File: src/rtl/decode_pkg.sv
// rtl/decode_pkg.sv - RV32I opcodes, format enum and decoded-instruction record
package decode_pkg;

  // Record fields are sized for the widest supported XLEN; the stage uses the low XLEN bits.
  localparam int MAX_XLEN = 64;

  localparam logic [6:0] OPC_OP     = 7'b0110011;
  localparam logic [6:0] OPC_OP_IMM = 7'b0010011;
  localparam logic [6:0] OPC_LOAD   = 7'b0000011;
  localparam logic [6:0] OPC_STORE  = 7'b0100011;
  localparam logic [6:0] OPC_BRANCH = 7'b1100011;
  localparam logic [6:0] OPC_JAL    = 7'b1101111;
  localparam logic [6:0] OPC_JALR   = 7'b1100111;
  localparam logic [6:0] OPC_LUI    = 7'b0110111;
  localparam logic [6:0] OPC_AUIPC  = 7'b0010111;

  typedef enum logic [2:0] {
    FMT_R = 3'd0,
    FMT_I = 3'd1,
    FMT_S = 3'd2,
    FMT_B = 3'd3,
    FMT_U = 3'd4,
    FMT_J = 3'd5
  } fmt_e;

  typedef struct packed {
    logic [MAX_XLEN-1:0] pc;
    logic [6:0]          opcode;
    logic [4:0]          rd;
    logic [4:0]          rs1;
    logic [4:0]          rs2;
    logic [2:0]          funct3;
    logic [6:0]          funct7;
    logic [MAX_XLEN-1:0] imm;
    fmt_e                fmt;
    logic                rd_we;
    logic                illegal;
  } decoded_t;

endpackage

File: src/rtl/decode_stage_field_decode.sv
// rtl/decode_stage_field_decode.sv - combinational RV32I field, format, immediate and legality decode
module rv_field_decode
  import decode_pkg::*;
#(
  parameter int XLEN = 32
) (
  input  logic [31:0]     instr,
  input  logic [XLEN-1:0] pc,
  output decoded_t        dec
);

  logic [6:0] opc;
  logic [2:0] f3;
  logic [6:0] f7;
  logic       sgn;

  assign opc = instr[6:0];
  assign f3  = instr[14:12];
  assign f7  = instr[31:25];
  assign sgn = instr[31];

  always_comb begin
    dec         = '0;
    dec.pc      = MAX_XLEN'(pc);
    dec.opcode  = opc;
    dec.rd      = instr[11:7];
    dec.rs1     = instr[19:15];
    dec.rs2     = instr[24:20];
    dec.funct3  = f3;
    dec.funct7  = f7;
    dec.fmt     = FMT_R;
    dec.illegal = 1'b0;

    // Every legal opcode ends in 2'b11, so a bad low pair falls into the default arm.
    case (opc)
      OPC_OP: begin
        dec.fmt     = FMT_R;
        dec.illegal = !((f7 == 7'b0000000) ||
                        (f7 == 7'b0100000 && (f3 == 3'b000 || f3 == 3'b101)));
      end
      OPC_OP_IMM: begin
        dec.fmt = FMT_I;
        if (f3 == 3'b001)      dec.illegal = (f7 != 7'b0000000);
        else if (f3 == 3'b101) dec.illegal = !(f7 == 7'b0000000 || f7 == 7'b0100000);
      end
      OPC_LOAD: begin
        dec.fmt     = FMT_I;
        dec.illegal = (f3 == 3'b011) || (f3 == 3'b110) || (f3 == 3'b111);
      end
      OPC_JALR: begin
        dec.fmt     = FMT_I;
        dec.illegal = (f3 != 3'b000);
      end
      OPC_STORE: begin
        dec.fmt     = FMT_S;
        dec.illegal = (f3 > 3'b010);
      end
      OPC_BRANCH: begin
        dec.fmt     = FMT_B;
        dec.illegal = (f3 == 3'b010) || (f3 == 3'b011);
      end
      OPC_LUI, OPC_AUIPC: dec.fmt = FMT_U;
      OPC_JAL:            dec.fmt = FMT_J;
      default:            dec.illegal = 1'b1;
    endcase

    case (dec.fmt)
      FMT_I:   dec.imm = {{(MAX_XLEN-12){sgn}}, instr[31:20]};
      FMT_S:   dec.imm = {{(MAX_XLEN-12){sgn}}, instr[31:25], instr[11:7]};
      FMT_B:   dec.imm = {{(MAX_XLEN-13){sgn}}, sgn, instr[7], instr[30:25], instr[11:8], 1'b0};
      FMT_U:   dec.imm = {{(MAX_XLEN-32){sgn}}, instr[31:12], 12'b0};
      FMT_J:   dec.imm = {{(MAX_XLEN-21){sgn}}, sgn, instr[19:12], instr[20], instr[30:21], 1'b0};
      default: dec.imm = '0;
    endcase

    if (dec.illegal) dec.imm = '0;
    dec.rd_we = !dec.illegal && (dec.rd != 5'd0) &&
                (dec.fmt != FMT_S) && (dec.fmt != FMT_B);
  end

endmodule

File: src/rtl/decode_stage.sv
// rtl/decode_stage.sv - registered RV32I decode stage with two-entry skid buffering
module decode_stage
  import decode_pkg::*;
#(
  parameter int XLEN = 32
) (
  input  logic            clk,
  input  logic            rst,
  input  logic            flush,
  input  logic            in_valid,
  output logic            in_ready,
  input  logic [31:0]     in_instr,
  input  logic [XLEN-1:0] in_pc,
  output logic            out_valid,
  input  logic            out_ready,
  output logic [XLEN-1:0] out_pc,
  output logic [6:0]      out_opcode,
  output logic [4:0]      out_rd,
  output logic [4:0]      out_rs1,
  output logic [4:0]      out_rs2,
  output logic [2:0]      out_funct3,
  output logic [6:0]      out_funct7,
  output logic [XLEN-1:0] out_imm,
  output logic [2:0]      out_fmt,
  output logic            out_rd_we,
  output logic            out_illegal
);

  decoded_t dec;
  decoded_t m_data;
  decoded_t s_data;
  logic     m_valid;
  logic     s_valid;
  logic     accept;
  logic     fire;
  logic     m_free;
  logic     unused_hi;

  rv_field_decode #(.XLEN(XLEN)) u_field_decode (
    .instr (in_instr),
    .pc    (in_pc),
    .dec   (dec)
  );

  // in_ready depends only on the skid flop, so out_ready never reaches it combinationally.
  assign in_ready = !s_valid;
  assign accept   = in_valid && !s_valid;
  assign fire     = m_valid && out_ready;
  assign m_free   = !m_valid || fire;

  always_ff @(posedge clk) begin
    if (rst || flush) begin
      m_valid <= 1'b0;
      s_valid <= 1'b0;
    end else if (m_free) begin
      if (s_valid) begin
        m_valid <= 1'b1;
        s_valid <= accept;
      end else begin
        m_valid <= accept;
      end
    end else if (accept) begin
      s_valid <= 1'b1;
    end
  end

  always_ff @(posedge clk) begin
    if (rst) begin
      m_data <= '0;
      s_data <= '0;
    end else if (!flush) begin
      if (m_free) begin
        if (s_valid) begin
          m_data <= s_data;
          if (accept) s_data <= dec;
        end else if (accept) begin
          m_data <= dec;
        end
      end else if (accept) begin
        s_data <= dec;
      end
    end
  end

  assign out_valid   = m_valid;
  assign out_pc      = m_data.pc[XLEN-1:0];
  assign out_opcode  = m_data.opcode;
  assign out_rd      = m_data.rd;
  assign out_rs1     = m_data.rs1;
  assign out_rs2     = m_data.rs2;
  assign out_funct3  = m_data.funct3;
  assign out_funct7  = m_data.funct7;
  assign out_imm     = m_data.imm[XLEN-1:0];
  assign out_fmt     = m_data.fmt;
  assign out_rd_we   = m_data.rd_we;
  assign out_illegal = m_data.illegal;

  // Bits above XLEN are never presented when XLEN is 32.
  assign unused_hi = ^{m_data.imm, m_data.pc};

endmodule

File: config.mk
export PLATFORM = sky130hd
export DESIGN_NAME = decode_stage
export DESIGN_NICKNAME = d
export VERILOG_FILES = /design/src/rtl/decode_pkg.sv /design/src/rtl/decode_stage_field_decode.sv /design/src/rtl/decode_stage.sv
export SDC_FILE = /design/constraint.sdc
export NUM_CORES = 1
export LEC_CHECK = 0
export ABC_AREA = 1
export CORE_UTILIZATION = 30
export CTS_BUF_LIST = sky130_fd_sc_hd__clkbuf_16
export CTS_CLUSTER_SIZE = 12
export DETAILED_ROUTE_END_ITERATION = 7
export GPL_TIMING_DRIVEN = 0
export PLACE_DENSITY_LB_ADDON = 0.25
export SYNTH_ARGS = -nofsm -noshare
export SYNTH_HDL_FRONTEND = slang
export SYNTH_SLANG_ARGS = --single-unit
export TNS_END_PERCENT = 1
File: constraint.sdc
create_clock -name clk -period 2 [get_ports clk]
set_input_delay 0.2 -clock clk [delete_from_list [all_inputs] [get_ports clk]]
set_output_delay 0.2 -clock clk [all_outputs]
set_load 0.03 [all_outputs]
==> results of run 1 <==
==> worst paths after layout <==
kind	slack (ns)	end	start	cells after the start
max reg2reg	0.05	out_imm[30]$_SDFFE_PP0P_	s_valid$_SDFFE_PP0P_	8
max	0.009	in_ready	s_valid$_SDFFE_PP0P_	5
min reg2reg	0.46	out_imm[23]$_SDFFE_PP0P_	out_imm[23]$_SDFFE_PP0P_	2
min	-0.001	out_opcode[0]$_SDFFE_PP0P_	in_instr[0]	3
==> sequential cells by signal, summed over array words and instances, names as in the netlist, 5 cells and up <==
| signal | cells |
|---|---|
| out_funct7 | 7 |
| out_rs2 | 5 |
| out_rd | 5 |
| s_data | 101 |
| out_rs1 | 5 |
| out_opcode | 7 |
| out_pc | 32 |
| out_imm | 32 |
==> metrics by stage <==
stage / setup WS (ns) / area (µm²) / instances / power (mW)
6_report: 0.00944 / 11700 / 1821 / 9.48
3_3_place_gp: -1.02 / 10800 / 1769 / 5.42
3_5_place_dp: -1.05 / 10800 / 1769 / 5.43
4_1_cts: -0.0724 / 11600 / 1816 / 9.53
2_1_floorplan: 0.0212 / 8600 / 1220 / 4.89
5_1_grt: -0.0636 / 11700 / 1821 / 9.81
==> area by class of cell <==
class | count | area share [%]
well taps | 378 | 4.03
plain buffers | 94 | 3.82
repair buffers | 180 | 15.0
flip-flops and latches | 204 | 34.8
clock buffers | 25 | 5.34
clock inverters | 18 | 0.875
multi-input cells | 853 | 33.9
inverters | 69 | 2.23
==> power breakdown <==
group,switching (mW),leakage [nW],internal (mW)
clock,1.75,0.387,2.37
combinational,0.678,2.97,0.427
sequential,0.0684,1.66,4.19
total,2.49,5.02,6.99
==> per-layer routing <==
metal | track usage (%) | share of wire, % | vias up
li1 | - | - | 4463
met1 | 28.1 | 46 | 4182
met4 | 7.14 | 3.0 | 0
met3 | 2.62 | 5.2 | 50
met2 | 33.5 | 46 | 275
met5 | 0 | 0 | -
==> cells by family after synthesis <==
family,Yosys count,share of synthesized area [%]
AND/OR/NAND/NOR,470,21.5
AO/OA/AOI/OAI,382,23.6
flip-flops,204,47.5
buffers and inverters,163,7.36
adder cells (fa/ha/maj),1,0.145
==> what timing repair did <==
action / CTS / global route
setup endpoints to repair: 203 / 177
pin swaps: 3 / 1
resized for setup: 63 / 55
hold endpoints to repair: 0 / 0
buffers inserted: 4 / 5
==> layout by cell type (no fill, tap or decap), drive strengths merged <==
cell and instances:
nand2 322, dfxtp 204, o21ai 176, clkdlybuf4s50 157
a21oi 126, nor2 125, clkbuf 101, inv 77
a31oi 65, buf 35, nand3 16, o211ai 9
clkinv 8, dlymetal6s2s 5, o22ai 4, nor3 4
nand4 3, o21bai 1, o31ai 1, ha 1
bufinv 1, clkinvlp 1, dlygate4sd2 1
==> critical path, cell delays in order (launching register included) <==
cell and delay [ns]:
dfxtp_1 0.29, buf_4 0.18, inv_2 0.16, clkbuf_8 0.22
clkbuf_4 0.23, buf_4 0.18
==> flow_summary.json, run 1 <==
{
  "ys_top_cells_by_count": "nand2_1 (318), dfxtp_1 (204), o21ai_0 (171)",
  "vias": 8970,
  "die_w_um": 171,
  "gp_congestion": 0.893,
  "synthTopCellsByArea": "dfxtp_1 (47%), nand2_1 (14%), o21ai_0 (10%)",
  "grt_max_degree": 13,
  "ios": 172,
  "outcome": "complete, but fails checks",
  "cts_htree_levels": 1,
  "cts_tree": "done",
  "fp-row-count": 61,
  "finalSetupViolations": 0,
  "yosysMostFrequentCell": "nand2_1",
  "final_core_util_pct": 41.9,
  "start_util_pct": 30.7,
  "ctsHoldBuffers": 0,
  "max_freq_ghz": 0.502,
  "clkLatencyLatePin_ns": 0.52,
  "synth_area_leader_cell": "dfxtp_1",
  "synth_area_per_cell_um2": 7.05,
  "seq_area_frac_synth_pct": 47.5,
  "portBuffers": 171,
  "start_kind": "flip-flop",
  "seqCellArea_mm2": 0.00408,
  "worst_pin_slew_ns": 0.742,
  "synth_ff_type": "dfxtp_1",
  "cts_sinks": 204,
  "vias_per_cell": 4.93,
  "antenna_found_initial": 0,
  "multi_input_area_mm2": 0.00398,
  "area_growth_pct": 36.3,
  "drv_cap": 0,
  "ys_ff_latch": 204,
  "ys_warn_count": 0,
  "min_period_over_period_pct": 99.5,
  "finalClockSkew_ns": 0.0151,
  "grt_pass1_wl_um": 47200,
  "die_area_mm2": 0.0294,
  "cts.path.max_buffers": 3,
  "antenna_cells": 0,
  "violations": "negative hold slack",
  "power_density_mw_per_mm2": 809,
  "whs_ns": -0.00116,
  "grt_util_all_layers_pct": 20.6,
  "rsz0062_at_grt": "yes",
  "synth_top_area_share_pct": 47.5,
  "drc": 0,
  "critPathMaxFanout": 10,
  "drive_gt1_share_pct": 8.73,
  "p_leak_nw": 5.02,
  "wire_per_inst_um": 16.8,
  "fin_setup_tns_ns": 0,
  "synthArstFlopShare_pct": 0,
  "clkTransAtPathRegs_ns": 0.06,
  "drt_first_iter_violations": 724,
  "cts_made_buffers": 24,
  "grt_pass1_vias": 8428,
  "cts-root-buf": "clkbuf_16",
  "syn_nets": 1290,
  "ir_drop_v": 0.000563,
  "synth-edff-count": 0,
  "min_period_ns": 1.99,
  "path_class": "flip-flop to output pin",
  "crit_required_ns": 1.80,
  "synthDistinctLibCells": 27,
  "critPathArrivalTime_ns": 1.79,
  "nFillCells": 2905,
  "maxSlewHeadroom_pct": 50.5,
  "nets": 1496,
  "syn_inst": 1220,
  "hp-class": "input pin to flip-flop",
  "core_mm2": 0.0280,
  "end_kind": "output pin",
  "netlist_area_mm2": 0.00860,
  "ant_nets": 0,
  "hpwl_um": 22500,
  "die_height_um": 171,
  "grt.overflow.total": 0,
  "final_max_slew_viol_count": 0,
  "drt_wl_total_um": 30500,
  "hold_viol_final": 1,
  "dr.pass1.iters": 5
}
Power figures use the tool's default switching activity.
==> run 2: changes to the inputs <==
Settings changed: TNS_END_PERCENT 1 to 5.
==> run 2 against run 1 <==
Effect of this change:
- the run still ends with negative hold slack left
- fmax rose by 0.16%
- clock skew barely moved
- cell count barely moved
- sequential power barely moved
- die area did not move
- critical path depth did not move
- setup slack improved by 0.0032 ns
- via count fell by 0.29%
- final area rose by 0.16%
- total power barely moved
- critical path type unchanged
- critical endpoint unchanged
==> flow_summary.json, run 2 (synthesis results as in run 1) <==
{
  "outcome": "complete, but fails checks",
  "violations": "negative hold slack",
  "area_growth_pct": 36.6,
  "r2r_cells": 8,
  "grt_pass1_vias": 8428,
  "fp-row-count": 61,
  "maxSlewHeadroom_pct": 50.2,
  "top_register": "s_data",
  "dr.pass1.iters": 5,
  "drt_wl_total_um": 30500,
  "drt_first_iter_violations": 759,
  "critPathArrivalTime_ns": 1.79,
  "cp-endpoint": "in_ready",
  "cts_sinks": 204,
  "power_density_mw_per_mm2": 807,
  "hpwl_um": 22500,
  "core_mm2": 0.0280,
  "end_kind": "output pin",
  "grt.overflow.total": 0,
  "gp_congestion": 0.893,
  "hp-class": "input pin to flip-flop",
  "start_util_pct": 30.7,
  "timing.rr.end": "out_imm[30]$_SDFFE_PP0P_",
  "fin_area_mm2": 0.0117,
  "antenna_found_initial": 1,
  "wire_per_inst_um": 16.8,
  "p_leak_nw": 5.03,
  "grt_max_degree": 13,
  "cp.depth": 5,
  "nFillCells": 2905,
  "grt_util_met1_pct": 28.1,
  "drv_cap": 0,
  "cp-startpoint": "s_valid$_SDFFE_PP0P_",
  "r2r_start": "s_valid$_SDFFE_PP0P_",
  "path_class": "flip-flop to output pin",
  "portBuffers": 171,
  "busiest_layer": "met2",
  "drc": 0,
  "ir_drop_v": 0.000560,
  "whs_ns": -0.00166,
  "cts_htree_levels": 1,
  "seqCellArea_mm2": 0.00408,
  "largest_register_ff_count": 101,
  "drive_gt1_share_pct": 8.87,
  "crit_required_ns": 1.80,
  "crit_path_max_incr_delay_ns": 0.29,
  "cts-root-buf": "clkbuf_16",
  "cpLargestDelayFamily": "buffers and inverters",
  "ctsHoldBuffers": 0,
  "grt_pass1_wl_um": 47200,
  "multi_input_area_mm2": 0.00398,
  "worst_slack_ns": 0.0126,
  "nets": 1496,
  "grt_util_all_layers_pct": 20.6,
  "rsz0062_at_grt": "yes",
  "finalSetupViolations": 0,
  "mostFrequentLayoutCell": "nand2_1",
  "cts_made_buffers": 24,
  "ios": 172,
  "use_met2_pct": 33.5,
  "met3_usage_pct": 2.62,
  "fin_setup_tns_ns": 0,
  "rrSetupSlack_ns": 0.04,
  "finalClockSkew_ns": 0.0150,
  "cts.path.max_buffers": 3,
  "crit_top_cell": "buf_4",
  "hold_viol_final": 1,
  "min_period_over_period_pct": 99.4,
  "die_area_mm2": 0.0294,
  "die_height_um": 171,
  "layout_common_cells": "nand2_1 (311), dfxtp_1 (204), o21ai_0 (170), clkdlybuf4s50_1 (156), a21oi_1 (124)",
  "place_ws_ns": -1.05,
  "crit_path_top_delay_cell": "dfxtp_1",
  "placed_cell_area_mm2": 0.0108,
  "path_cells": "buf_4, inv_2, clkbuf_8, clkbuf_4, buf_4",
  "clkTransAtPathRegs_ns": 0.06,
  "die_w_um": 171,
  "cts_tree": "done",
  "max_freq_ghz": 0.503,
  "vias": 8944,
  "min_period_ns": 1.99,
  "vias_per_cell": 4.91,
  "worst_pin_slew_ns": 0.746,
  "ant_nets": 0,
  "start_kind": "flip-flop",
  "clkLatencyLatePin_ns": 0.52,
  "final_max_slew_viol_count": 0,
  "critPathMaxFanout": 10,
  "path_buf_inv": 5
}
run 2: cell types whose count changed in the layout (fill, tap and decap cells not counted):
cell | before | now
buf_4 | 17 | 14
buf_6 | 2 | 5
clkdlybuf4s50_1 | 157 | 156
diode_2 | 0 | 1
dlymetal6s2s_1 | 5 | 6
inv_1 | 68 | 67
inv_2 | 8 | 9
nor2_1 | 115 | 114
nor2_2 | 6 | 7
run 2: what timing repair did:
| item | 4_1_cts | 5_1_grt |
|---|---|---|
| pin swaps | 3 | 2 |
| setup endpoints to repair | 203 | 177 |
| resized for setup | 63 | 61 |
| setup buffers | 4 | 5 |
run 2: how the worst min path moves through the flow:
stage | startpoint | end | slack (ns) | depth (start not counted)
floorplan | flush | out_valid$_SDFFE_PP0N_ | 0.31 | 1
global placement | out_imm[8]$_SDFFE_PP0P_ | out_imm[8]$_SDFFE_PP0P_ | 0.46 | 2
detailed placement | out_imm[27]$_SDFFE_PP0P_ | out_imm[27]$_SDFFE_PP0P_ | 0.46 | 2
CTS | in_instr[4] | out_opcode[4]$_SDFFE_PP0P_ | 0.1 | 3
global route | in_instr[4] | out_opcode[4]$_SDFFE_PP0P_ | 0.007 | 3
finish | in_instr[0] | out_opcode[0]$_SDFFE_PP0P_ | -0.002 | 3
run 2: where the power goes:
| group | leakage, nW | switching, mW | internal [mW] | total (mW) |
|---|---|---|---|---|
| clock | 0.387 | 1.74 | 2.37 | 4.11 |
| combinational | 2.98 | 0.679 | 0.427 | 1.11 |
| sequential | 1.66 | 0.0682 | 4.19 | 4.26 |
| total | 5.03 | 2.49 | 6.99 | 9.48 |
run 2: worst min-delay path: cells and delay by family:
kind	cells	cell delay [ns]
and+or+nand+nor	1	0.07
AOI/OAI and AO/OA	1	0.07
buffers and inverters	1	0.12
run 2: final cells by class:
cell class	instances	share of cell area (%)
Multi-Input combinational cell	853	33.9
Clock buffer	25	5.33
Buffer	94	3.91
Antenna cell	1	0.0213
Clock inverter	18	0.874
Inverter	69	2.23
Tap cell	378	4.03
Sequential cell	204	34.8
Timing Repair Buffer	180	15.0
run 2: stage by stage:
step / std cells / utilization [%] / power, mW
CTS: 1816 / 41.5 / 9.53
floorplan: 1220 / - / 4.89
finish: 1822 / 41.9 / 9.48
detailed placement: 1769 / 38.5 / 5.43
global placement: 1769 / 38.5 / 5.42
global route: 1822 / 41.9 / 9.81
run 2: routing by layer:
layer,wire [µm],vias to the layer above
li1,-,4462
met1,14100,4152
met2,13900,278
met3,1620,52
met4,923,0
met5,0,-
